## config.mk

```make
export PLATFORM = sky130hd
export DESIGN_NAME = ram_fifo_showahead
export DESIGN_NICKNAME = d
export VERILOG_FILES = /design/src/rtl/ram_fifo_pkg.sv /design/src/rtl/ram_block.sv /design/src/rtl/ram_fifo_outq.sv /design/src/rtl/ram_fifo_showahead.sv
export SDC_FILE = /design/constraint.sdc
export NUM_CORES = 2
export LEC_CHECK = 0
export BUFFER_PORTS_ARGS = -buffer_cell sky130_fd_sc_hd__buf_2
export CAP_MARGIN = 10
export CORE_MARGIN = 1
export CORE_UTILIZATION = 40
export DETAILED_ROUTE_END_ITERATION = 10
export GPL_TIMING_DRIVEN = 0
export PLACE_DENSITY_LB_ADDON = 0.1
export SLEW_MARGIN = 20
export SYNTH_ARGS = -nofsm -noshare
export SYNTH_HDL_FRONTEND = slang
export SYNTH_MEMORY_MAX_BITS = 65536
export SYNTH_SLANG_ARGS = --single-unit
```

## constraint.sdc

```tcl
create_clock -name clk -period 8.1 [get_ports clk]
set_input_delay 1.62 -clock clk [delete_from_list [all_inputs] [get_ports clk]]
set_output_delay 1.62 -clock clk [all_outputs]
set_load 0.005 [all_outputs]
```

## src/rtl/ram_fifo_pkg.sv

```systemverilog
// ram_fifo_pkg
//   Shared constants for the show-ahead FIFO slice.
//   RAM_RD_LATENCY : registered read latency of ram_block, in clocks
//   OUTQ_DEPTH     : depth of the register output queue that hides that latency
//   usedWidth()    : bits needed to hold the largest fill count the FIFO can reach
package ram_fifo_pkg;

   localparam int RAM_RD_LATENCY = 2;
   localparam int OUTQ_DEPTH     = RAM_RD_LATENCY + 1;

   // clog2(2**addrWidth + OUTQ_DEPTH + 1): counts how many powers of two lie
   // below the value, which is exactly the number of bits required.
   function automatic int usedWidth(input int addrWidth);
      int value;
      int bits;
      value = (1 << addrWidth) + OUTQ_DEPTH + 1;
      bits  = 0;
      for (int b = 0; b < 31; b++) begin
         if ((1 << b) < value) bits++;
      end
      return bits;
   endfunction

endpackage

```

## src/rtl/ram_block.sv

```systemverilog
// ram_block
//   Simple dual-port RAM, one write port and one read port on a single clock.
//   The read address and the read data are both registered, so data for an
//   address presented in cycle N appears on q after the second following edge.
//   Contents are not reset.
//   clk        : clock, rising edge
//   data       : write data
//   wraddress  : write address
//   wren       : write enable
//   rdaddress  : read address (sampled every edge)
//   q          : registered read data
module ram_block #(
   parameter int DAT_WIDTH  = 36,
   parameter int ADDR_WIDTH = 7
) (
   input  logic                  clk,
   input  logic [DAT_WIDTH-1:0]  data,
   input  logic [ADDR_WIDTH-1:0] wraddress,
   input  logic                  wren,
   input  logic [ADDR_WIDTH-1:0] rdaddress,
   output logic [DAT_WIDTH-1:0]  q
);

   logic [DAT_WIDTH-1:0]  mem [2**ADDR_WIDTH];
   logic [ADDR_WIDTH-1:0] rdAddr_q;
   logic [DAT_WIDTH-1:0]  q_q;

   // Write port plus the two read register stages; no reset on storage.
   always_ff @(posedge clk) begin
      if (wren) mem[wraddress] <= data;
      rdAddr_q <= rdaddress;
      q_q      <= mem[rdAddr_q];
   end

   assign q = q_q;

endmodule

```

## src/rtl/ram_fifo_outq.sv

```systemverilog
// ram_fifo_outq
//   Three-entry register queue in FIFO order. Entry 0 is always the head, so
//   the head word and its valid flag come straight from registers.
//   clk         : clock, rising edge
//   arst        : asynchronous reset, active-high; empties the queue
//   push_i      : write pushData_i at the tail this edge
//   pushData_i  : word to enqueue
//   pop_i       : drop the head this edge (ignored when empty)
//   headData_o  : head word
//   headValid_o : queue holds at least one word
//   count_o     : number of words held, 0..3
module ram_fifo_outq
   import ram_fifo_pkg::*;
#(
   parameter int DAT_WIDTH = 36
) (
   input  logic                 clk,
   input  logic                 arst,
   input  logic                 push_i,
   input  logic [DAT_WIDTH-1:0] pushData_i,
   input  logic                 pop_i,
   output logic [DAT_WIDTH-1:0] headData_o,
   output logic                 headValid_o,
   output logic [1:0]           count_o
);

   logic [DAT_WIDTH-1:0] entry_q [OUTQ_DEPTH];
   logic [DAT_WIDTH-1:0] entry_d [OUTQ_DEPTH];
   logic [1:0]           cnt_q, cnt_d;
   logic [1:0]           slot;
   logic                 popEff;

   // A pop shifts every entry one place toward the head; a push lands in the
   // first free slot after that shift, which makes push into an empty queue
   // and push+pop on a full queue fall out of the same rule.
   always_comb begin
      entry_d = entry_q;
      popEff  = pop_i & (cnt_q != 2'd0);
      slot    = cnt_q - {1'b0, popEff};
      if (popEff) begin
         for (int i = 0; i < OUTQ_DEPTH - 1; i++) begin
            entry_d[i] = entry_q[i+1];
         end
      end
      if (push_i && (slot < 2'(OUTQ_DEPTH))) entry_d[slot] = pushData_i;
      cnt_d = cnt_q + {1'b0, push_i} - {1'b0, popEff};
   end

   // Queue registers; entries are cleared so the head reads zero after reset.
   always_ff @(posedge clk or posedge arst) begin
      if (arst) begin
         for (int i = 0; i < OUTQ_DEPTH; i++) begin
            entry_q[i] <= '0;
         end
         cnt_q <= '0;
      end else begin
         entry_q <= entry_d;
         cnt_q   <= cnt_d;
      end
   end

   assign headData_o  = entry_q[0];
   assign headValid_o = (cnt_q != 2'd0);
   assign count_o     = cnt_q;

endmodule

```

## src/rtl/ram_fifo_showahead.sv

```systemverilog
// ram_fifo_showahead
//   Show-ahead FIFO wrapped around ram_block. Words are written into the RAM,
//   prefetched through its two-cycle read pipe and parked in a three-entry
//   register queue, so dout always shows the oldest word without a read delay.
//   clk      : clock, rising edge
//   arst     : asynchronous reset, active-high; discards all stored words
//   din      : write data
//   wr_valid : write request, accepted when wr_ready is also high
//   wr_ready : RAM has room
//   dout     : head word
//   rd_valid : dout holds a valid word
//   rd_ready : pop the head when rd_valid is high
//   used     : words held in RAM, read pipe and output queue together
module ram_fifo_showahead
   import ram_fifo_pkg::*;
#(
   parameter int DAT_WIDTH  = 36,
   parameter int ADDR_WIDTH = 7
) (
   input  logic                  clk,
   input  logic                  arst,
   input  logic [DAT_WIDTH-1:0]  din,
   input  logic                  wr_valid,
   output logic                  wr_ready,
   output logic [DAT_WIDTH-1:0]  dout,
   output logic                  rd_valid,
   input  logic                  rd_ready,
   output logic [ADDR_WIDTH+1:0] used
);

   localparam int                  USED_W   = usedWidth(ADDR_WIDTH);
   localparam logic [ADDR_WIDTH:0] FULL_CNT = (ADDR_WIDTH+1)'(2**ADDR_WIDTH);

   logic [ADDR_WIDTH-1:0]     wrPtr_q, wrPtr_d;
   logic [ADDR_WIDTH-1:0]     rdPtr_q, rdPtr_d;
   logic [ADDR_WIDTH:0]       ramCnt_q, ramCnt_d;
   logic [RAM_RD_LATENCY-1:0] pipe_q, pipe_d;
   logic [ADDR_WIDTH+1:0]     used_q, used_d;
   logic [USED_W-1:0]         usedSum;
   logic [DAT_WIDTH-1:0]      ramQ;
   logic [1:0]                qCnt, qCnt_d;
   logic [1:0]                inflight, inflight_d;
   logic [2:0]                credit;
   logic                      wren, issue, pop, push;

   assign wr_ready = (ramCnt_q != FULL_CNT);
   assign wren     = wr_valid & wr_ready;
   assign pop      = rd_valid & rd_ready;
   assign push     = pipe_q[RAM_RD_LATENCY-1];
   assign inflight = {1'b0, pipe_q[1]} + {1'b0, pipe_q[0]};

   // A read is only issued when the word is guaranteed a queue slot on
   // arrival: everything already in flight or queued, less this cycle's pop,
   // must leave room. ramCnt_q excludes this cycle's write, so the read never
   // targets the address being written right now.
   always_comb begin
      credit = {1'b0, inflight} + {1'b0, qCnt} - {2'b00, pop};
      issue  = (ramCnt_q != '0) & (credit < 3'd3);
   end

   // Next-state for pointers, RAM count, read pipe and the registered fill
   // count. used is built from next-state values so it always describes the
   // state that exists after the edge.
   always_comb begin
      wrPtr_d    = wrPtr_q;
      rdPtr_d    = rdPtr_q;
      if (wren)  wrPtr_d = wrPtr_q + 1'b1;
      if (issue) rdPtr_d = rdPtr_q + 1'b1;
      ramCnt_d   = ramCnt_q + (ADDR_WIDTH+1)'(wren) - (ADDR_WIDTH+1)'(issue);
      pipe_d     = {pipe_q[0], issue};
      inflight_d = {1'b0, pipe_d[1]} + {1'b0, pipe_d[0]};
      qCnt_d     = qCnt + {1'b0, push} - {1'b0, pop};
      usedSum    = USED_W'(ramCnt_d) + USED_W'(inflight_d) + USED_W'(qCnt_d);
      used_d     = (ADDR_WIDTH+2)'(usedSum);
   end

   // Control state; clearing the pipe also drops any read still returning.
   always_ff @(posedge clk or posedge arst) begin
      if (arst) begin
         wrPtr_q  <= '0;
         rdPtr_q  <= '0;
         ramCnt_q <= '0;
         pipe_q   <= '0;
         used_q   <= '0;
      end else begin
         wrPtr_q  <= wrPtr_d;
         rdPtr_q  <= rdPtr_d;
         ramCnt_q <= ramCnt_d;
         pipe_q   <= pipe_d;
         used_q   <= used_d;
      end
   end

   assign used = used_q;

   ram_block #(
      .DAT_WIDTH  (DAT_WIDTH),
      .ADDR_WIDTH (ADDR_WIDTH)
   ) uRam (
      .clk       (clk),
      .data      (din),
      .wraddress (wrPtr_q),
      .wren      (wren),
      .rdaddress (rdPtr_q),
      .q         (ramQ)
   );

   ram_fifo_outq #(
      .DAT_WIDTH (DAT_WIDTH)
   ) uOutq (
      .clk         (clk),
      .arst        (arst),
      .push_i      (push),
      .pushData_i  (ramQ),
      .pop_i       (pop),
      .headData_o  (dout),
      .headValid_o (rd_valid),
      .count_o     (qCnt)
   );

endmodule

```

Word level (Yosys, flattened, before mapping)
Memories as Yosys holds them, arrays and structs flattened. A register that Yosys moved wholly into a read port is not among the register bits. Index checks and enable logic that the tools add are counted.

Divide/modulo/power cells: 0. Multiply operators: 0. Add/subtract/negate cells: 14. Reductions and logical operators: 4. Shift operators: 0. Multiplexer cells: 7. $lt $le $gt $ge: 4. Bitwise operators: 5. Equality and inequality tests: 1.

Operators with widths (number): bitwise mux 108 bit (1); two-way mux 108 bit (1); demux 36 bit (select 2 bit) (1); two-way mux 72 bit (1); two-way mux 36 bit (1); adder 8 x 2 -> 8 bit (2); adder 7 x 1 -> 7 bit (second input constant) (2); adder 8 x 1 -> 8 bit (1); inequality test 8 bit (second input constant) (1); nonzero test 8 bit (1); subtractor 8 x 1 -> 8 bit (1); subtractor 2 x 1 -> 2 bit (3); adder 1 x 1 -> 2 bit (2); AND 1 bit (4); adder 2 x 2 -> 3 bit (1); >= comparator 3 bit (second input constant) (1); < comparator 3 x 1 -> 1 bit (second input constant) (1); < comparator 3 x 2 -> 1 bit (second input constant) (1); inverter 2 -> 3 bit (1); subtractor 3 x 1 -> 3 bit (1); adder 2 x 1 -> 2 bit (1); logical AND 1 bit (2); < comparator 2 bit (second input constant) (1); two-way mux 1 bit (2); nonzero test 2 bit (1).

Memory bits (writable): 4608. Register bits: 149. Input port bits: 40. Memory bits (read-only): 0. Logic and storage cells: 46. Memories: 1. Output and inout port bits: 47. Bits in latches: 0.

Memories: uRam.mem (depth 128, bits a word 36, read ports 1, clocked after Yosys merged registers in 1, wr ports 1, RTL line ram_block.sv:24) `logic [DAT_WIDTH-1:0] mem [2**ADDR_WIDTH];`.

Depth between registers and ports, before layout
Depth after elaboration: 11. Depth in mapped cells: 25. Mapped depth without buffers: 24.

By module
Synthesis repeated with hierarchy kept, for this count alone.

Cell total of the unflattened synthesis: 7245. Area, all modules: 183076.8 sq um.

Modules (own cells, without submodules): ram_block (sequential area each 139233.5 sq um, area an instance 175824.9 sq um, cells an instance 6722, times used 1); ram_fifo_outq (sequential area each 2752.6 sq um, area an instance 5391.4 sq um, cells an instance 359, times used 1); ram_fifo_showahead (sequential area each 800.8 sq um, area an instance 1860.5 sq um, cells an instance 164, times used 1).

Least setup slack after synthesis
OpenSTA, ideal clock, no wires.

Path type: input port to flip-flop. Start point: input rd_ready. End point: register used_q[7], in the netlist used[7]. Path buffers: 1. Arrival: 6.962 ns. Data required time: 8.021 ns. Setup time: 0.079 ns. Slack: 1.059 ns. Cell stages on the path: 23. Path through: nand2_1 clkbuf_1 inv_1 ha_1 fa_1 inv_1 fa_1 inv_1 o22ai_1 a221oi_1 ha_1 inv_1 ha_1 inv_1 fa_1 inv_1 ha_1 ha_1 a21o_1 a21oi_1 nor3b_1 nor3b_1 xor2_1.

Cells in the longest elaborated chain, start to end: 7. Elaborated cells on any way between the ends: 9. Classes of those cells: 6 x add/sub; 1 x order compare; 2 x bitwise.

Ends and longest elaborated chain: start: declaration (RTL line ram_fifo_showahead.sv:27) `input logic rd_ready,`; AND 1 bit (RTL line ram_fifo_showahead.sv:48) `assign pop = rd_valid & rd_ready;`; subtractor 3 x 1 -> 3 bit (RTL line ram_fifo_showahead.sv:57) `credit = {1'b0, inflight} + {1'b0, qCnt} - {2'b00, pop};`; < comparator 3 x 2 -> 1 bit (RTL line ram_fifo_showahead.sv:58) `issue = (ramCnt_q != '0) & (credit < 3'd3);`; AND 1 bit (RTL line ram_fifo_showahead.sv:58); named net issue (RTL line ram_fifo_showahead.sv:44) `logic wren, issue, pop, push;`; subtractor 8 x 1 -> 8 bit (RTL line ram_fifo_showahead.sv:69) `ramCnt_d = ramCnt_q + (ADDR_WIDTH+1)'(wren) - (ADDR_WIDTH+1)'(issue);`; named net ramCnt_d[1] (RTL line ram_fifo_showahead.sv:36) `logic [ADDR_WIDTH:0] ramCnt_q, ramCnt_d;`; adder 8 x 2 -> 8 bit (2 in a row) (RTL line ram_fifo_showahead.sv:73) `usedSum = USED_W'(ramCnt_d) + USED_W'(inflight_d) + USED_W'(qCnt_d);`; named net usedSum[7] (RTL line ram_fifo_showahead.sv:39) `logic [USED_W-1:0] usedSum;`; end signal: assignment (RTL line ram_fifo_showahead.sv:90) `used_q <= used_d;`; end: declaration (RTL line ram_fifo_showahead.sv:38) `logic [ADDR_WIDTH+1:0] used_q, used_d;`.

The timed path passes the listed nets, and every way through them passes these cells. A chain may end at the register's enable or synchronous reset.

Worst setup path in the final report
Start point: register uOutq.cnt_q[1], in the netlist uOutq.count_o[1]. End point: register used_q[7], in the netlist used[7].

Cells in the longest elaborated chain, start to end: 8. Elaborated cells on any way between the ends: 12. Classes of those cells: 8 x add/sub; 1 x order compare; 2 x bitwise; 1 x reduce/logical.

Ends and longest elaborated chain: start: declaration (RTL line ram_fifo_outq.sv:29) `logic [1:0] cnt_q, cnt_d;`; start signal: assignment (RTL line ram_fifo_outq.sv:58) `cnt_q <= cnt_d;`; branches (longest 2 deep; another with adder 2 x 2 -> 3 bit); subtractor 3 x 1 -> 3 bit (*) (RTL line ram_fifo_showahead.sv:57); < comparator 3 x 2 -> 1 bit (*) (RTL line ram_fifo_showahead.sv:58); AND 1 bit (*) (RTL line ram_fifo_showahead.sv:58); named net issue (RTL line ram_fifo_showahead.sv:44); subtractor 8 x 1 -> 8 bit (*) (RTL line ram_fifo_showahead.sv:69); named net ramCnt_d[1] (RTL line ram_fifo_showahead.sv:36); adder 8 x 2 -> 8 bit (*) (2 in a row) (RTL line ram_fifo_showahead.sv:73); named net usedSum[7] (RTL line ram_fifo_showahead.sv:39).

Mark *: on every way through the listed nets, which the timed path passes.

==> summary.txt <==
Layout
  – Syn-to-layout area delta: 17.3%
  – Fill cells: roughly 39000
  – Share of cells above drive strength 1: 0.211
  – Multi-input logic area: ~0.04 mm²
  – Finished Layout Cells: around 17000
  – Nets: 10986
  – Final instance area: 0.217 mm²
  – Storage element area: between 0.1 and 0.15 mm²

Route
  – Vias per std cell: ~5.6
  – Post-DRT Antenna Nets: 0
  – Initial drt markers: roughly 11000
  – DR WL met3: 37900 µm
  – Wire length on met1: ~250000 µm
  – Routed len/inst: around 33 µm
  – Via count: 98539
  – Residual DRC: 48
  – Top Layer Used: met5
  – DRT Wirelength: just under 600000 µm
  – WL met2: around 260000 µm
  – DRT Pass-1 Iters: 10

Timing
  – RSZ-0062 raised after global routing: no
  – Final Hold Fails: 0
  – Final setup violation count: 0
  – Highest clock frequency the design can meet: between 0.15 and 0.2 GHz
  – Min Hold Slack: ~0.4 ns
  – Slew Viols, Final: 0
  – Normalized max-slew margin: 0.164
  – Slew @ Worst Pin: 1.24 ns
  – Final min period: roughly 6.6 ns
  – Final period util: 0.818
  – Skew final: 0.0441 ns

Clock tree
  – Number of instances resized during post-cts repair: 0
  – H-tree depth: 6
  – Clk buf depth: 4
  – # Post-CTS Setup Buffers: 0
  – Clk pin slew, worst setup/hold paths: 0.06 ns
  – CTS Hold Bufs: 0
  – Clk Latency, worst-skew pair: approximately 1.1 ns
  – CTS tree: built
  – Total CTS buffers: 526
  – Clk sink count: between 4000 and 5000
  – CTS root buf: clkbuf_16

Synthesis
  – Post-Synthesis Cells: roughly 10000
  – Seq cells post-synth: about 4800
  – Post-synth top area cell: edfxtp_1
  – Syn_area_per_cell: between 15 and 20 µm²
  – Cell variety after synth: between 40 and 50
  – Number of synthesized flops with an enable pin: between 4000 and 5000
  – Top post-synthesis cells by count: edfxtp_1, mux2i_1, mux2_2
  – Syn nets: between 10000 and 15000
  – Synth Warn #: 0
  – Area contributors post-synth: edfxtp_1, mux2i_1, mux2_2
  – Async set-reset flop share out of synthesis: 0.0296
  – Most common cell in the synthesized netlist: edfxtp_1
  – Top FF cell, synth: edfxtp_1
  – Cell Area, Synth: approximately 0.18 mm²
  – Post-synth top area share: 0.749
  – Register area share after synthesis: 0.773

Power and ir drop
  – Worst IR drop on VDD: 0.234 mV
  – Pwr/cell area: roughly 340 mW/mm²
  – Leak: about 72 nW

Floorplanning
  – DIE HEIGHT: a little under 700 µm
  – Chip width: a little under 700 µm
  – Row Count: ~250
  – Core Area: between 0.4 and 0.5 mm²
  – Ports: 87
  – DIE AREA: approximately 0.46 mm²
  – Initial Util: 0.402

Flow run
  – MaxCap Viol Count: 0

Placement
  – Placed Cells: between 15000 and 20000
  – Dpl hpwl: ~410000 µm
  – Final GP Congestion: between 0.8 and 0.9
  – Area after DPL: roughly 0.2 mm²
  – I/O Buffers: between 80 and 90

Critical path
  – Max Fanout on Critical Path: 10
  – CP delay by family, top: adder cells
  – Slowest cell on crit path: clkbuf_1
  – CP Capture Type: register
  – Worst EP arrival: 7.53 ns
  – CP most frequent cell: inv_1
  – Crit Path Class: register to register
  – R2r setup slk: 1.47 ns
  – Crit-path max cell delay: 0.60 ns
  – Bufs and invs on worst path: 8
  – CP required: approximately 9.0 ns
  – Crit path launch type: register

Global routing
  – Total grt overflow: 0
  – First-pass GRT wire length: about 790000 µm
  – Largest net degree at the start of global routing: between 90 and 100
  – GRT Resource Usage Total: 0.244
  – Initial antenna violation count: 80
  – Vias in the first global route: 98047

Status
  – Status: finished with violations
  – Failing checks: DRC

Worst hold path
  – Worst hold-check path type: register to register
==> report_power, final <==
part / total (mW) / internal [mW] / leakage [nW] / switching (mW)
combinational: 22.0 / 7.04 / 20.7 / 15.0
sequential: 28.5 / 28.2 / 43.5 / 0.389
clock: 23.1 / 13.4 / 8.01 / 9.71
total: 73.7 / 48.6 / 72.2 / 25.1
==> routing by layer <==
layer | track usage | vias to the layer above
li1 | - | 42332
met1 | 0.349 | 51845
met2 | 0.380 | 3586
met3 | 0.0349 | 766
met4 | 0.0856 | 10
met5 | 0 | -
==> cells by family after synthesis <==
family / after synthesis / share of synthesized area
and+or+nand+nor: 928 / 0.0263
muxes: 2401 / 0.136
adders and majority gates: 28 / 0.00210
DFF: 4793 / 0.773
other: 1 / 0.0000203
AOI/OAI and AO/OA: 1250 / 0.0458
buffers and inverters: 628 / 0.0155
xor gates and xnor gates: 27 / 0.00128
==> registers in the layout, summed over array words and instances, names as in the netlist, named ones only <==
name	count
uOutq.entry_q	36
wrPtr_q	7
used	8
uRam.mem	4608
uRam.q	36
ramCnt_q	8
rdPtr_q	7
uOutq.headData_o	36
uOutq.count_o	2
pipe_q	2
uRam.rdAddr_q	7
==> path summary, 6_finish.rpt <==
kind | cells past startpoint | end | from
max | 25 | used[7] | uOutq.count_o[1]
min | 0 | uRam.rdAddr_q[6] | rdPtr_q[6]
max reg2reg | 25 | used[7] | uOutq.count_o[1]
min reg2reg | 0 | uRam.rdAddr_q[6] | rdPtr_q[6]
max in group asynchronous | 3 | rdPtr_q[2] | arst
min in group asynchronous | 2 | uOutq.entry_q[63] | arst
==> area by class of cell <==
class	instances	area share
flip-flops and latches	4793	0.659
clock inverters	229	0.0100
inverters	27	0.000502
well taps	6149	0.0355
multi-input cells	4635	0.186
plain buffers	601	0.0128
clock buffers	697	0.0659
diodes	32	0.000370
repair buffers	334	0.0296
==> stage by stage <==
stage           util  TNS [ns]  power, mW  setup WS (ns)
6_report       0.471         0       73.7           1.47
5_1_grt        0.471         0       75.8          0.835
4_1_cts        0.471         0       74.0           1.26
3_5_place_dp   0.435         0       51.0          0.319
3_3_place_gp   0.419    -23.42       50.3          -1.50
2_1_floorplan      -         0       40.4           1.06
==> cell usage in the layout, fill, tap and decap left out, types with 73 or more instances in the layout <==
cell | synthesis | final
mux2_2 | 885 | 885
o21ai_0 | 73 | 73
dfrtp_1 | 142 | 142
nor4_1 | 141 | 101
a22oi_1 | 428 | 428
buf_2 | 225 | 275
nand2_1 | 251 | 251
buf_12 | 0 | 128
a22o_1 | 140 | 140
a21oi_1 | 162 | 162
mux2i_1 | 1516 | 1516
nor2_4 | 0 | 131
clkbuf_16 | 0 | 546
clkbuf_1 | 269 | 397
buf_16 | 0 | 110
and3_1 | 141 | 141
clkinv_1 | 0 | 97
o22ai_1 | 425 | 425
nand4_1 | 184 | 184
edfxtp_1 | 4608 | 4608
Power figures use the tool's default switching activity.
